==> src/rtl/pipe_delay_line_if.sv <==
// Handshake bundle for pipe_delay_line: word/valid in, stall/flush controls,
// registered word/valid/occupancy out. Master drives inputs, slave is the delay line.
interface pipe_delay_line_if #(
  parameter int WIDTH = 32,
  parameter int DEPTH = 3,
  parameter int CNT_W = $clog2(DEPTH + 1)
);
  logic [WIDTH-1:0] dataIn;
  logic             validIn;
  logic             stall;
  logic             flush;
  logic [WIDTH-1:0] dataOut;
  logic             validOut;
  logic [CNT_W-1:0] occupancy;

  modport master (
    output dataIn, validIn, stall, flush,
    input  dataOut, validOut, occupancy
  );

  modport slave (
    input  dataIn, validIn, stall, flush,
    output dataOut, validOut, occupancy
  );
endinterface

==> src/rtl/pipe_delay_line.sv <==
// DEPTH-stage WIDTH-bit delay line with per-stage valid, stall, flush and occupancy.
// Define PIPE_DELAY_ZERO_BUBBLE_EN to force invalid stages to carry data 0.
module pipe_delay_line #(
  parameter  int WIDTH = 32,
  parameter  int DEPTH = 3,
  localparam int CNT_W = $clog2(DEPTH + 1)
) (
  input logic              clk,
  input logic              rst,
  pipe_delay_line_if.slave bus
);

  if (DEPTH < 1) begin : g_bad_depth
    $error("pipe_delay_line: DEPTH must be >= 1");
  end
  if (WIDTH < 1) begin : g_bad_width
    $error("pipe_delay_line: WIDTH must be >= 1");
  end

  logic [WIDTH-1:0] data_q [DEPTH];
  logic [WIDTH-1:0] data_d [DEPTH];
  logic [DEPTH-1:0] valid_q, valid_d;
  logic [CNT_W-1:0] occ_q, occ_d;

  // Flush wins over stall; the count moves by word-in minus word-out only on a shift.
  always_comb begin
    data_d  = data_q;
    valid_d = valid_q;
    occ_d   = occ_q;
    if (bus.flush) begin
      valid_d = '0;
      occ_d   = '0;
`ifdef PIPE_DELAY_ZERO_BUBBLE_EN
      for (int i = 0; i < DEPTH; i++) begin
        data_d[i] = '0;
      end
`endif
    end else if (!bus.stall) begin
      for (int i = DEPTH - 1; i > 0; i--) begin
        data_d[i]  = data_q[i-1];
        valid_d[i] = valid_q[i-1];
      end
      valid_d[0] = bus.validIn;
`ifdef PIPE_DELAY_ZERO_BUBBLE_EN
      data_d[0] = bus.validIn ? bus.dataIn : '0;
`else
      data_d[0] = bus.dataIn;
`endif
      case ({bus.validIn, valid_q[DEPTH-1]})
        2'b10:   occ_d = occ_q + CNT_W'(1);
        2'b01:   occ_d = occ_q - CNT_W'(1);
        default: occ_d = occ_q;
      endcase
    end
  end

  always_ff @(posedge clk) begin
    if (rst) begin
      for (int i = 0; i < DEPTH; i++) begin
        data_q[i] <= '0;
      end
      valid_q <= '0;
      occ_q   <= '0;
    end else begin
      for (int i = 0; i < DEPTH; i++) begin
        data_q[i] <= data_d[i];
      end
      valid_q <= valid_d;
      occ_q   <= occ_d;
    end
  end

  assign bus.dataOut   = data_q[DEPTH-1];
  assign bus.validOut  = valid_q[DEPTH-1];
  assign bus.occupancy = occ_q;

endmodule
==> src/flat_wrapper.sv <==
// flat-port wrapper written by rule: the top's interface ports become plain ports
module pipe_delay_line_flat 
#(
  parameter  int WIDTH = 32,
  parameter  int DEPTH = 3,
  localparam int CNT_W = $clog2(DEPTH + 1)
)
  (clk, rst, bus_dataIn, bus_validIn, bus_stall, bus_flush, bus_dataOut, bus_validOut, bus_occupancy);
  pipe_delay_line_if #(.WIDTH(WIDTH), .DEPTH(DEPTH)) bus_i ();
  input logic clk;
  input logic rst;
  input wire logic [$bits(bus_i.dataIn)-1:0] bus_dataIn;
  input wire logic [$bits(bus_i.validIn)-1:0] bus_validIn;
  input wire logic [$bits(bus_i.stall)-1:0] bus_stall;
  input wire logic [$bits(bus_i.flush)-1:0] bus_flush;
  output wire logic [$bits(bus_i.dataOut)-1:0] bus_dataOut;
  output wire logic [$bits(bus_i.validOut)-1:0] bus_validOut;
  output wire logic [$bits(bus_i.occupancy)-1:0] bus_occupancy;
  assign bus_i.dataIn = bus_dataIn;
  assign bus_i.validIn = bus_validIn;
  assign bus_i.stall = bus_stall;
  assign bus_i.flush = bus_flush;
  assign bus_dataOut = bus_i.dataOut;
  assign bus_validOut = bus_i.validOut;
  assign bus_occupancy = bus_i.occupancy;
  pipe_delay_line #(.WIDTH(WIDTH), .DEPTH(DEPTH)) u_core (.clk(clk), .rst(rst), .bus(bus_i));
endmodule
==> config.mk <==
export PLATFORM = sky130hd
export DESIGN_NAME = pipe_delay_line_flat
export DESIGN_NICKNAME = d
export VERILOG_FILES = /design/src/rtl/pipe_delay_line_if.sv /design/src/rtl/pipe_delay_line.sv /design/src/flat_wrapper.sv
export SDC_FILE = /design/constraint.sdc
export NUM_CORES = 1
export LEC_CHECK = 0
export BUFFER_PORTS_ARGS = -buffer_cell sky130_fd_sc_hd__buf_2
export CAP_MARGIN = 25
export CORE_AREA = 2 2 86 88
export DETAILED_ROUTE_END_ITERATION = 8
export DIE_AREA = 0 0 88 90
export GPL_TIMING_DRIVEN = 0
export PLACE_DENSITY = 0.78
export SYNTH_ARGS = -nofsm -noshare
export SYNTH_HDL_FRONTEND = slang
export SYNTH_SLANG_ARGS = --single-unit
export TNS_END_PERCENT = 100
==> constraint.sdc <==
create_clock -name clk -period 2.1 [get_ports clk]
set_input_delay 0.42 -clock clk [delete_from_list [all_inputs] [get_ports clk]]
set_output_delay 0.42 -clock clk [all_outputs]
set_load 0.05 [all_outputs]
After elaboration in Yosys (flattened, before gate mapping)
Cells that the tools add are included.
- flip-flop bits (word level): 101
- add/subtract/negate cells: 2
- mux-type cells: 1
- bitwise operators: 2
- reduce and logical (&&, ||, !) cells: 4
- equality and inequality tests: 2
- operator list (cell ; number):
    $pmux 2 s2 ; 1
    $reduce_and 2->1 ; 2
    $add 2x1->2 const B ; 1
    $eq 2x1->1 const B ; 1
    $eq 2x2->1 const B ; 1
    $not 1->1 ; 2
    $reduce_bool 2->1 ; 1
    $reduce_or 2->1 ; 1
    $sub 2x1->2 const B ; 1

Longest topological paths before layout
Gate-level depths: netlist (run 1).
- depth in word-level cells: 3
- gate-level depth with buffers: 7

Worst setup path after synthesis (run 1)
Ideal clock, no wire load.
- path kind: reg-to-reg
- start point: register u_core.valid_q[2]
- end point: register u_core.occ_q[1], in the netlist u_core.bus.occupancy[1]
- data required time: 2014 ps
- path buffers: 0
- setup time: 86 ps
- path slack: 384 ps
- arrival: 1630 ps
- cell stages (with the launch flop): 4
- clock period less this slack: 1716 ps
- cells stage by stage: dfxtp_1 -> ha_1 -> or4_1 -> a211oi_1
- word-level cells in the longest chain between the ends: 3
- elaborated cells on any way between the ends: 5
- ends and longest elaborated chain (what ; line ; text):
    from (decl) ; pipe_delay_line.sv:22 ; logic [DEPTH-1:0] valid_q, valid_d;
    from (signal assigned) ; pipe_delay_line.sv:68 ; valid_q <= valid_d;
    $eq 2x2->1 / $eq 2x1->1 (equally long branches) ; pipe_delay_line.sv:49 ; case ({bus.validIn, valid_q[DEPTH-1]})
    $reduce_bool 2->1 (no source line) ; - ;
    $reduce_and 2->1 (no source line) ; - ;
    to (signal assigned) ; pipe_delay_line.sv:63 ; occ_q <= '0;
    to (signal assigned) ; pipe_delay_line.sv:69 ; occ_q <= occ_d;
    to (decl) ; pipe_delay_line.sv:23 ; logic [CNT_W-1:0] occ_q, occ_d;
Parallel ways exist; a longest one is shown, timed or not.
A chain may end at the register's enable or synchronous reset.

Worst setup path in the final report (run 1)
- start point: register u_core.data_q (netlist bit u_core.bus.dataOut[9])
- end point: output bus_dataOut[9]
- RTL lines (what ; line ; text):
    from (decl) ; pipe_delay_line.sv:20 ; logic [WIDTH-1:0] data_q [DEPTH];
    from (signal, indexed assignment) ; pipe_delay_line.sv:66 ; data_q[i] <= data_d[i];
    to (decl) ; flat_wrapper.sv:16 ; output wire logic [$bits(bus_i.dataOut)-1:0] bus_dataOut;
No word-level cell between the ends.

==> reports/metrics.csv, run 1 <==
stage,metric,value,unit
worst_setup_path,crit path capture,bus_dataOut[9],
timing,final hold vios,0,
floorplan,die height,90,µm
logic_synthesis,Post-Synthesis Cells,472,
cts,hold buffer count at cts,0,
cts,CTS tree,yes,
floorplan,Die X,88,µm
worst_setup_path,CP required,1.68,ns
global_routing,Total GRT Usage,0.197,
logic_synthesis,post-synthesis xor/xnor area fraction,0.00464,
detailed_routing,final wirelength,7510,µm
detailed_routing,Wirelength per Cell,11.5,µm
layout,number of antenna diodes,0,
power,net switching power,861,µW
cts,Worst-path clk slew,0.10,ns
timing,# setup viols final,0,
place,# port buffers,68,
logic_synthesis,top cell type's share of synthesized area,0.536,
logic_synthesis,"top cells by count, synth","nand2_1 (192), dfxtp_1 (101), a21oi_1 (96)",
power,Comb power frac,0.068,
worst_setup_path,critical path type,register to primary output,
job,MaxCap Viol Count,0,
layout,# fillers,642,
logic_synthesis,largest family of logic cells by synthesized area,simple AND/OR/NAND/NOR gates,
worst_setup_path,Critical path origin,u_core.bus.dataOut[9]$_SDFFE_PP0P_,
logic_synthesis,number of flops mapped to enable cells by yosys,0,
worst_setup_path,CP max FO,2,
power,Leakage,0.00179,µW
logic_synthesis,largest cells by area after synthesis,"dfxtp_1 (54%), nand2_1 (19%), a21oi_1 (13%), buf_4 (6.8%), buf_6 (1.5%)",
floorplan,Core Rows,31,
global_routing,GR Overflow Total,0,
floorplan,core area,7020,µm²
timing,Final Cycle Share,0.724,
logic_synthesis,Syn Nets,510,
floorplan,Initial Util,0.537,
worst_setup_path,"Largest stage delay, worst path",0.36,ns
logic_synthesis,mux contribution to synthesized area,0.00796,
worst_setup_path,Setup crit start kind,register,
place,HPWL Detailed,5360,µm
detailed_routing,1st-pass router iterations,4,
power,VDD IR max,349,µV
cts,H-tree Lvls,3,
layout,layout cells sized above 1,0.243,
timing,Max Freq,658,MHz
power,Flop pwr share,0.571,
worst_setup_path,Worst R2R Path Depth,3,
cts,Root Driver,clkbuf_8,
layout,Area growth syn-to-layout,17.7,%
logic_synthesis,Synth area leader,dfxtp_1,
cts,clk_lat worst skew,0.36,ns
logic_synthesis,synthesized area,3770,µm²
layout,Final Core Density,0.633,
cts,CTS Buffer Depth,2,
place,RePlAce Congestion,0.773,
detailed_routing,Final ANT Viol Nets,0,
global_routing,number of global-route vias before repair,2852,
detailed_routing,DR iter-0 viols,78,
run_status,status,completed,
worst_setup_path,Worst path slowest cell,dfxtp_1,
floorplan,Die ar.,7920,µm²
logic_synthesis,Post-synth ARST share,0,
worst_setup_path,origin of the critical flop-to-flop path,u_core.valid_q[2]$_SDFFE_PP0N_,
cts,CTS Sinks,101,
worst_setup_path,Worst setup EP type,primary output,
logic_synthesis,Post-Synth Adder-Cell Area,0.00332,
cts,CTS Buf Count,9,
logic_synthesis,simple-gate area share of the yosys netlist,0.203,
worst_setup_path,Crit Reg-Reg Endpoint,u_core.bus.occupancy[1]$_SDFFE_PP0P_,
power,clock share of power,0.362,
logic_synthesis,ys flop type,dfxtp_1,
worst_setup_path,r2r setup slk,0.66,ns
power,Net Sw Frac,0.248,
layout,net count reported at finish,589,
logic_synthesis,Yosys reg bits,101,
timing,clk_skew,0.00484,ns
worst_setup_path,crit path DAT,1.10,ns
timing,Max-slew headroom,0.673,
logic_synthesis,Mean Syn Cell Area,7.99,µm²
worst_setup_path,crit-path cells,buf_4 > buf_2,
min_path,path category of the worst min-delay check,input port to register,
global_routing,initial antenna violation count,0,
timing,pins over their slew limit,0,
logic_synthesis,sequential share of the synthesized area,0.536,
detailed_routing,detailed-route DRC error count,0,
logic_synthesis,most frequent cell after synthesis,nand2_1,
timing,TNS Setup,0,ns
detailed_routing,Vias/cell,4.77,
floorplan,Ports,72,
timing,RSZ-0062 raised after global routing,false,
timing,actual slew at the worst max-slew pin,0.491,ns
power,internal power,2610,µW
global_routing,largest net degree at the start of global routing,19,
logic_synthesis,Synth warnings,0,
detailed_routing,via count,3126,
logic_synthesis,Synth Area in Compound Gates,0.131,
timing,Final min period,1.52,ns
power,Pwr Density,781,nW/µm²
logic_synthesis,Synth cell types,19,
cts,cts repair resizes,0,
global_routing,global-route wire length before repair,12400,µm
cts,Post-CTS Setup Bufs,0,
-- metal layers --
metal / GRT usage / part of all wire
met1: 0.250 / 0.44
met2: 0.316 / 0.48
met3: 0.0468 / 0.055
met4: 0.0872 / 0.027
met5: 0 / 0
-- area by class of cell --
cell class	instances	area (µm²)	share of cell area
plain buffers	66	427	0.0961
clock buffers	9	124	0.0279
clock inverters	7	80.1	0.0180
inverters	1	3.75	0.000845
multi-input cells	304	1320	0.297
flip-flops and latches	101	2020	0.455
well taps	99	124	0.0279
repair buffers	68	340	0.0766
-- worst min-delay path by stage --
stage / from / slack (ns) / cells past startpoint / end
3_5_place_dp: u_core.data_q[60]$_SDFFE_PP0P_ / 0.44 / 2 / u_core.bus.dataOut[28]$_SDFFE_PP0P_
5_1_grt: bus_dataIn[6] / 0.27 / 3 / u_core.data_q[70]$_SDFFE_PP0P_
6_report: bus_dataIn[31] / 0.28 / 3 / u_core.data_q[95]$_SDFFE_PP0P_
4_1_cts: bus_dataIn[13] / 0.26 / 3 / u_core.data_q[77]$_SDFFE_PP0P_
3_3_place_gp: u_core.data_q[92]$_SDFFE_PP0P_ / 0.44 / 2 / u_core.data_q[60]$_SDFFE_PP0P_
2_1_floorplan: u_core.data_q[32]$_SDFFE_PP0P_ / 0.43 / 2 / u_core.bus.dataOut[0]$_SDFFE_PP0P_
-- power groups by stage --
| stage | Sequential (µW) | Clock [µW] | Combinational (µW) |
|---|---|---|---|
| 2_1_floorplan | 2020 | 0 | 157 |
| 3_3_place_gp | 2020 | 0 | 231 |
| 3_5_place_dp | 2020 | 0 | 236 |
| 4_1_cts | 1980 | 1270 | 237 |
| 5_1_grt | 1980 | 1360 | 263 |
| 6_report | 1980 | 1250 | 235 |
-- cells by family (layout without fill, tap and decap cells) --
logic type	count (synthesis)	count (layout)
XOR/XNOR	2	2
multiplexers	3	3
AO/OA/AOI/OAI	98	98
AND/OR/NAND/NOR	200	200
adder cells (fa/ha/maj)	1	1
buffers and inverters	67	151
flip-flops	101	101
-- sequential cells by signal, summed over array words and instances, names as in the netlist --
name                  count
u_core.data_q            64
u_core.bus.dataOut       32
u_core.valid_q            3
u_core.bus.occupancy      2
-- layout by cell type, fill, tap and decap left out, types with 2 or more instances in the layout --
| cell | Yosys | final |
|---|---|---|
| xnor2_1 | 2 | 2 |
| a21oi_1 | 96 | 96 |
| buf_4 | 34 | 34 |
| clkbuf_1 | 15 | 15 |
| buf_2 | 11 | 79 |
| clkbuf_8 | 0 | 9 |
| clkinvlp_4 | 0 | 2 |
| mux2i_1 | 3 | 3 |
| inv_6 | 0 | 3 |
| buf_6 | 5 | 5 |
| nor3_1 | 4 | 4 |
| nand2_1 | 192 | 192 |
| dfxtp_1 | 101 | 101 |
-- metrics by stage --
stage | power (µW) | cell area, µm² | cells | setup slack, ns | hold WS [ns]
after detailed placement | 2260 | 4240 | 639 | 0.449 | 0.443
after global placement | 2250 | 4240 | 639 | 0.507 | 0.436
after floorplan | 2180 | 3770 | 472 | 0.384 | 0.432
after global routing | 3610 | 4440 | 655 | 0.533 | 0.274
final | 3470 | 4440 | 655 | 0.581 | 0.278
after CTS | 3490 | 4440 | 655 | 0.569 | 0.263
-- worst max-delay path: cells and delay by family (launching register included) --
kind,cells,cell delay [ns]
DFF,1,0.36
buffers and inverters,2,0.37
No activity file was read; power rests on OpenSTA's default activity.
==> run 2: changes to the inputs <==
--- a/config.mk
+++ b/config.mk
@@ -7,11 +7,11 @@
 export LEC_CHECK = 0
 export BUFFER_PORTS_ARGS = -buffer_cell sky130_fd_sc_hd__buf_2
 export CAP_MARGIN = 25
-export CORE_AREA = 2 2 86 88
+export CORE_AREA = 2 2 91 93
 export DETAILED_ROUTE_END_ITERATION = 8
-export DIE_AREA = 0 0 88 90
+export DIE_AREA = 0 0 93 95
 export GPL_TIMING_DRIVEN = 0
-export PLACE_DENSITY = 0.78
+export PLACE_DENSITY = 0.74
 export SYNTH_ARGS = -nofsm -noshare
 export SYNTH_HDL_FRONTEND = slang
 export SYNTH_SLANG_ARGS = --single-unit
==> constraint.sdc (replaced) <==
create_clock -name clk -period 1.3 [get_ports clk]
set_input_delay 0.26 -clock clk [delete_from_list [all_inputs] [get_ports clk]]
set_output_delay 0.26 -clock clk [all_outputs]
set_load 0.05 [all_outputs]
==> reports/metrics.csv, run 2 (synthesis results as in run 1) <==
stage,metric,value,unit,change
detailed_routing,final wirelength,7440,µm,was 7510 µm
worst_setup_path,crit path DAT,1.64,ns,was 1.10 ns
worst_setup_path,origin of the critical flop-to-flop path,u_core.valid_q[2]$_SDFFE_PP0N_,,unchanged
worst_setup_path,Critical path origin,u_core.valid_q[2]$_SDFFE_PP0N_,,was u_core.bus.dataOut[9]$_SDFFE_PP0P_
timing,Max-slew headroom,0.665,,was 0.673
worst_setup_path,CP required,1.59,ns,was 1.68 ns
place,# port buffers,68,,unchanged
detailed_routing,detailed-route DRC error count,0,,unchanged
global_routing,initial antenna violation count,0,,unchanged
place,DP Worst Slack,-0.182,ns,was 0.449 ns
detailed_routing,via count,3055,,was 3126
cts,CTS Buffer Depth,2,,unchanged
min_path,path category of the worst min-delay check,input port to register,,unchanged
layout,Reg area,2030,µm²,was 2020 µm²
timing,actual slew at the worst max-slew pin,0.502,ns,was 0.491 ns
power,Final Total Pwr,5390,µW,was 3470 µW
worst_setup_path,r2r setup slk,-0.05,ns,was 0.66 ns
detailed_routing,Vias/cell,4.62,,was 4.77
timing,Final min period,1.35,ns,
place,RePlAce Congestion,0.778,,was 0.773
timing,Final WS setup,-0.0544,ns,was 0.581 ns
layout,layout cells sized above 1,0.252,,was 0.243
cts,Post-CTS Setup Bufs,0,,unchanged
power,Leakage,0.00179,µW,about the same
timing,RSZ-0062 raised after global routing,true,,was false
layout,footprint of the multi-input gates,1340,µm²,was 1320 µm²
layout,net count reported at finish,589,,unchanged
cts,CTS Sinks,101,,unchanged
worst_setup_path,crit path capture,u_core.bus.occupancy[1]$_SDFFE_PP0P_,,was bus_dataOut[9]
global_routing,global-route wire length before repair,12600,µm,was 12400 µm
worst_setup_path,Setup crit start kind,register,,unchanged
cts,H-tree Lvls,3,,unchanged
run_status,status,finished with violations,,was completed
min_path,HP Start,bus_dataIn[9],,was bus_dataIn[31]
floorplan,Die ar.,8840,µm²,was 7920 µm²
place,HPWL Detailed,5370,µm,was 5360 µm
detailed_routing,Final ANT Viol Nets,0,,unchanged
layout,most frequent cells in the layout,"nand2_1 (192), dfxtp_1 (98), a21oi_1 (96)",,"was nand2_1 (192), dfxtp_1 (101), a21oi_1 (96)"
worst_setup_path,Crit Reg-Reg Endpoint,u_core.bus.occupancy[1]$_SDFFE_PP0P_,,unchanged
layout,"commonest non-fill, non-tap cell in the layout",nand2_1,,unchanged
layout,Largest Register,u_core.data_q,,unchanged
floorplan,core area,7930,µm²,was 7020 µm²
timing,Max Freq,738,MHz,
timing,# setup viols final,1,,was 0
worst_setup_path,critical path type,register to register,,was register to primary output
detailed_routing,1st-pass router iterations,4,,unchanged
timing,Final Cycle Share,1.04,,
cts,Root Driver,clkbuf_8,,unchanged
timing,clk_skew,0.0106,ns,was 0.00484 ns
floorplan,Die X,93,µm,was 88 µm
power,VDD IR max,608,µV,was 349 µV
floorplan,Core Rows,33,,was 31
cts,CTS Buf Count,9,,unchanged
timing,final hold vios,0,,unchanged
job,MaxCap Viol Count,0,,unchanged
global_routing,GR Overflow Total,0,,unchanged
detailed_routing,DR iter-0 viols,75,,was 78
worst_setup_path,CP max FO,3,,was 2
layout,# fillers,765,,was 642
layout,Final Core Density,0.577,,was 0.633
detailed_routing,Wirelength per Cell,11.3,µm,was 11.5 µm
place,placed inst area,4260,µm²,was 4240 µm²
timing,WHS,0.124,ns,was 0.278 ns
cts,Worst-path clk slew,0.10,ns,about the same
floorplan,die height,95,µm,was 90 µm
layout,Area growth syn-to-layout,21.2,%,was 17.7%
floorplan,Initial Util,0.476,,was 0.537
run_status,failing checks,setup timing,,
power,Pwr Density,1180,nW/µm²,was 781 nW/µm²
worst_setup_path,Worst R2R Path Depth,4,,was 3
global_routing,number of global-route vias before repair,2813,,was 2852
global_routing,Total GRT Usage,0.179,,was 0.197
layout,Final Cell Area,4570,µm²,was 4440 µm²
layout,Largest register FFs,64,,unchanged
floorplan,Ports,72,,unchanged
cts,CTS tree,yes,,unchanged
global_routing,largest net degree at the start of global routing,19,,unchanged
worst_setup_path,Worst setup EP type,register,,was primary output
layout,number of antenna diodes,0,,unchanged
cts,clk_lat worst skew,0.36,ns,about the same
timing,pins over their slew limit,0,,unchanged
## run 2: layer usage
layer	global-route usage	routed length [µm]	vias up
li1	-	-	1635
met1	0.223	3380	1347
met2	0.307	3610	64
met3	0.0343	337	9
met4	0.0699	109	0
met5	0	0	-
## run 2: repair_timing
| action | CTS | global route |
|---|---|---|
| gates resized for setup | 34 | 12 |
| hold buffers | 0 | 0 |
| setup endpoints to repair | 33 | 13 |
## run 2: area by class of cell
| cell class | instances | area share |
|---|---|---|
| flip-flops and latches | 101 | 0.444 |
| repair buffers | 68 | 0.102 |
| plain buffers | 66 | 0.0933 |
| inverters | 1 | 0.000821 |
| clock buffers | 9 | 0.0271 |
| multi-input cells | 304 | 0.293 |
| well taps | 105 | 0.0287 |
| clock inverters | 7 | 0.0123 |
## run 2: critical path: stages (launching register included)
cell and delay, ns:
dfxtp_4 0.37, ha_4 0.15, xnor2_1 0.13, or4_1 0.43, a211oi_2 0.19
## run 2: worst min path at each step
stage / endpoint / slack (ns) / cells past startpoint
final: u_core.data_q[73]$_SDFFE_PP0P_ / 0.12 / 3
after global routing: u_core.data_q[76]$_SDFFE_PP0P_ / 0.11 / 3
after CTS: u_core.data_q[73]$_SDFFE_PP0P_ / 0.11 / 3
after detailed placement: u_core.bus.dataOut[18]$_SDFFE_PP0P_ / 0.44 / 2
after global placement: u_core.data_q[63]$_SDFFE_PP0P_ / 0.44 / 2
after floorplan: u_core.data_q[64]$_SDFFE_PP0P_ / 0.40 / 2
## run 2: through the flow
step / TNS (ns) / cells
finish: -0.0544 / 661
global route: -0.0815 / 661
CTS: -0.0560 / 661
detailed placement: -3.00 / 645
global placement: -2.40 / 645
floorplan: -0.0771 / 472
## run 2: where the power goes
group	internal [µW]	switching, µW	leakage [µW]
sequential	3160	35.3	0.000820
clock	718	1090	0.0000842
combinational	140	242	0.000882
==> run 3: changes to the inputs <==
--- a/config.mk
+++ b/config.mk
@@ -7,11 +7,13 @@
 export LEC_CHECK = 0
 export BUFFER_PORTS_ARGS = -buffer_cell sky130_fd_sc_hd__buf_2
 export CAP_MARGIN = 25
-export CORE_AREA = 2 2 91 93
+export CELL_PAD_IN_SITES_DETAIL_PLACEMENT = 0
+export CELL_PAD_IN_SITES_GLOBAL_PLACEMENT = 2
+export CORE_AREA = 2 2 109 111
 export DETAILED_ROUTE_END_ITERATION = 8
-export DIE_AREA = 0 0 93 95
+export DIE_AREA = 0 0 111 113
 export GPL_TIMING_DRIVEN = 0
-export PLACE_DENSITY = 0.74
+export PLACE_DENSITY = 0.82
 export SYNTH_ARGS = -nofsm -noshare
 export SYNTH_HDL_FRONTEND = slang
 export SYNTH_SLANG_ARGS = --single-unit
==> constraint.sdc (replaced) <==
create_clock -name clk -period 1.69 [get_ports clk]
set_input_delay 0.338 -clock clk [delete_from_list [all_inputs] [get_ports clk]]
set_output_delay 0.338 -clock clk [all_outputs]
set_load 0.05 [all_outputs]
==> reports/metrics.csv, run 3 (synthesis results as in run 1) <==
stage,metric,value,unit,change
timing,Max Freq,705,MHz,was 738 MHz
global_routing,met3 Use GR,0.0289,,was 0.0343
detailed_routing,via count,3041,,was 3055
timing,pins over their slew limit,0,,unchanged
global_routing,GRT met2 Usage,0.211,,was 0.307
cts,Worst-path clk slew,0.07,ns,was 0.10 ns
floorplan,Ports,72,,unchanged
place,DP Worst Slack,0.123,ns,was -0.182 ns
cts,CTS Sinks,101,,unchanged
global_routing,GR Layer Usage met1,0.195,,was 0.223
timing,RSZ-0062 raised after global routing,false,,was true
detailed_routing,1st-pass router iterations,5,,was 4
floorplan,die height,113,µm,was 95 µm
worst_setup_path,crit-path cells,ha_1 > or4_1 > a211oi_1,,was ha_4 > xnor2_1 > or4_1 > a211oi_2
timing,final hold vios,0,,unchanged
global_routing,GRT busiest layer,met2,,unchanged
cts,Post-CTS Setup Bufs,0,,unchanged
layout,net count reported at finish,589,,unchanged
floorplan,core area,11300,µm²,was 7930 µm²
timing,Final Cycle Share,0.839,,was 1.04
layout,Area growth syn-to-layout,21.4,%,was 21.2%
floorplan,Die ar.,12500,µm²,was 8840 µm²
global_routing,initial antenna violation count,0,,unchanged
layout,"commonest non-fill, non-tap cell in the layout",nand2_1,,unchanged
layout,Largest register FFs,64,,unchanged
place,placed inst area,4290,µm²,was 4260 µm²
global_routing,GR Overflow Total,0,,unchanged
min_path,path category of the worst min-delay check,input port to register,,unchanged
cts,CTS Buf Count,9,,unchanged
place,HPWL Detailed,6010,µm,was 5370 µm
worst_setup_path,Worst setup EP type,register,,unchanged
layout,Largest Register,u_core.data_q,,unchanged
worst_setup_path,CP required,1.94,ns,was 1.59 ns
worst_setup_path,Worst path slowest cell,or4_1,,unchanged
global_routing,Total GRT Usage,0.138,,was 0.179
timing,clk_skew,0.00487,ns,was 0.0106 ns
detailed_routing,Vias/cell,4.35,,was 4.62
timing,Final min period,1.42,ns,was 1.35 ns
detailed_routing,Wirelength per Cell,11.7,µm,was 11.3 µm
place,# port buffers,68,,unchanged
global_routing,largest net degree at the start of global routing,18,,was 19
cts,H-tree Lvls,3,,unchanged
cts,cts repair resizes,0,,was 34
layout,Final Cell Area,4580,µm²,was 4570 µm²
detailed_routing,detailed-route DRC error count,0,,unchanged
worst_setup_path,critical path type,register to register,,unchanged
layout,most frequent cells in the layout,"nand2_1 (192), dfxtp_1 (100), a21oi_1 (96)",,"was nand2_1 (192), dfxtp_1 (98), a21oi_1 (96)"
global_routing,number of global-route vias before repair,3008,,was 2813
cts,CTS tree,yes,,unchanged
layout,layout cells sized above 1,0.245,,was 0.252
timing,# setup viols final,0,,was 1
run_status,status,completed,,was finished with violations
timing,TNS Setup,0,ns,was -0.0544 ns
timing,Max-slew headroom,0.656,,was 0.665
worst_setup_path,CP max FO,3,,unchanged
layout,Final Core Density,0.406,,was 0.577
timing,actual slew at the worst max-slew pin,0.517,ns,was 0.502 ns
global_routing,global-route wire length before repair,14200,µm,was 12600 µm
power,Leakage,0.00183,µW,was 0.00179 µW
cts,Root Driver,clkbuf_16,,was clkbuf_8
power,Pwr Density,1020,nW/µm²,was 1180 nW/µm²
floorplan,Die X,111,µm,was 93 µm
worst_setup_path,"Largest stage delay, worst path",0.47,ns,was 0.43 ns
cts,CTS Buffer Depth,2,,unchanged
floorplan,Initial Util,0.335,,was 0.476
layout,number of antenna diodes,0,,unchanged
job,MaxCap Viol Count,0,,unchanged
place,DP Cell Count,683,,was 645
detailed_routing,DR iter-0 viols,108,,was 75
timing,Final WS setup,0.272,ns,was -0.0544 ns
cts,hold buffer count at cts,0,,unchanged
detailed_routing,final wirelength,8170,µm,was 7440 µm
layout,Post-Layout Cell Count,699,,was 661
floorplan,Core Rows,39,,was 33
power,VDD IR max,649,µV,was 608 µV
cts,clk_lat worst skew,0.33,ns,was 0.36 ns
detailed_routing,Final ANT Viol Nets,0,,unchanged
worst_setup_path,crit path DAT,1.67,ns,was 1.64 ns
worst_setup_path,Setup crit start kind,register,,unchanged
place,RePlAce Congestion,0.728,,was 0.778
run 3: changes by cell type in the layout (fill, tap and decap cells not counted), sizes merged:
cell      before  now
inv            4    2
buf          118  119
clkinv         1    3
clkinvlp       3    2
run 3: cell type report:
class | instances | area (µm²)
fill | 1200 | 6690
sequential | 101 | 2020
multi-input combinational | 304 | 1320
buffer | 66 | 427
timing repair buffer | 68 | 340
clock buffer | 10 | 239
tap | 143 | 179
clock inverter | 6 | 46.3
inverter | 1 | 3.75
run 3: final timing paths:
path	start	end	slack (ns)	cells after the start
worst min-delay path	bus_dataIn[13]	u_core.data_q[77]$_SDFFE_PP0P_	0.23	3
worst min register to register	u_core.data_q[93]$_SDFFE_PP0P_	u_core.data_q[61]$_SDFFE_PP0P_	0.45	2
worst max-delay path	u_core.valid_q[2]$_SDFFE_PP0N_	u_core.bus.occupancy[1]$_SDFFE_PP0P_	0.27	3
worst max register to register	u_core.valid_q[2]$_SDFFE_PP0N_	u_core.bus.occupancy[1]$_SDFFE_PP0P_	0.27	3
run 3: critical path, delay by kind of cell, from the launching register on:
kind	cells	cell delay, ns
AOI/OAI and AO/OA	1	0.22
and+or+nand+nor	1	0.47
adders and majority gates	1	0.32
DFF	1	0.34
run 3: stage by stage:
step / total power [µW] / hold WS (ns)
6_report: 4690 / 0.233
5_1_grt: 4910 / 0.232
4_1_cts: 4760 / 0.225
3_5_place_dp: 2810 / 0.446
3_3_place_gp: 2810 / 0.435
2_1_floorplan: 2700 / 0.432
run 3: layer usage:
metal | routed length (µm) | share of wire
met1 | 4180 | 0.51
met3 | 362 | 0.044
met2 | 3510 | 0.43
met5 | 0 | 0
met4 | 116 | 0.014
run 3: report_power, final:
part	leakage, µW	internal [µW]	switching [µW]
registers	0.000819	2430	28.1
clock network	0.000135	1050	887
logic	0.000880	104	190
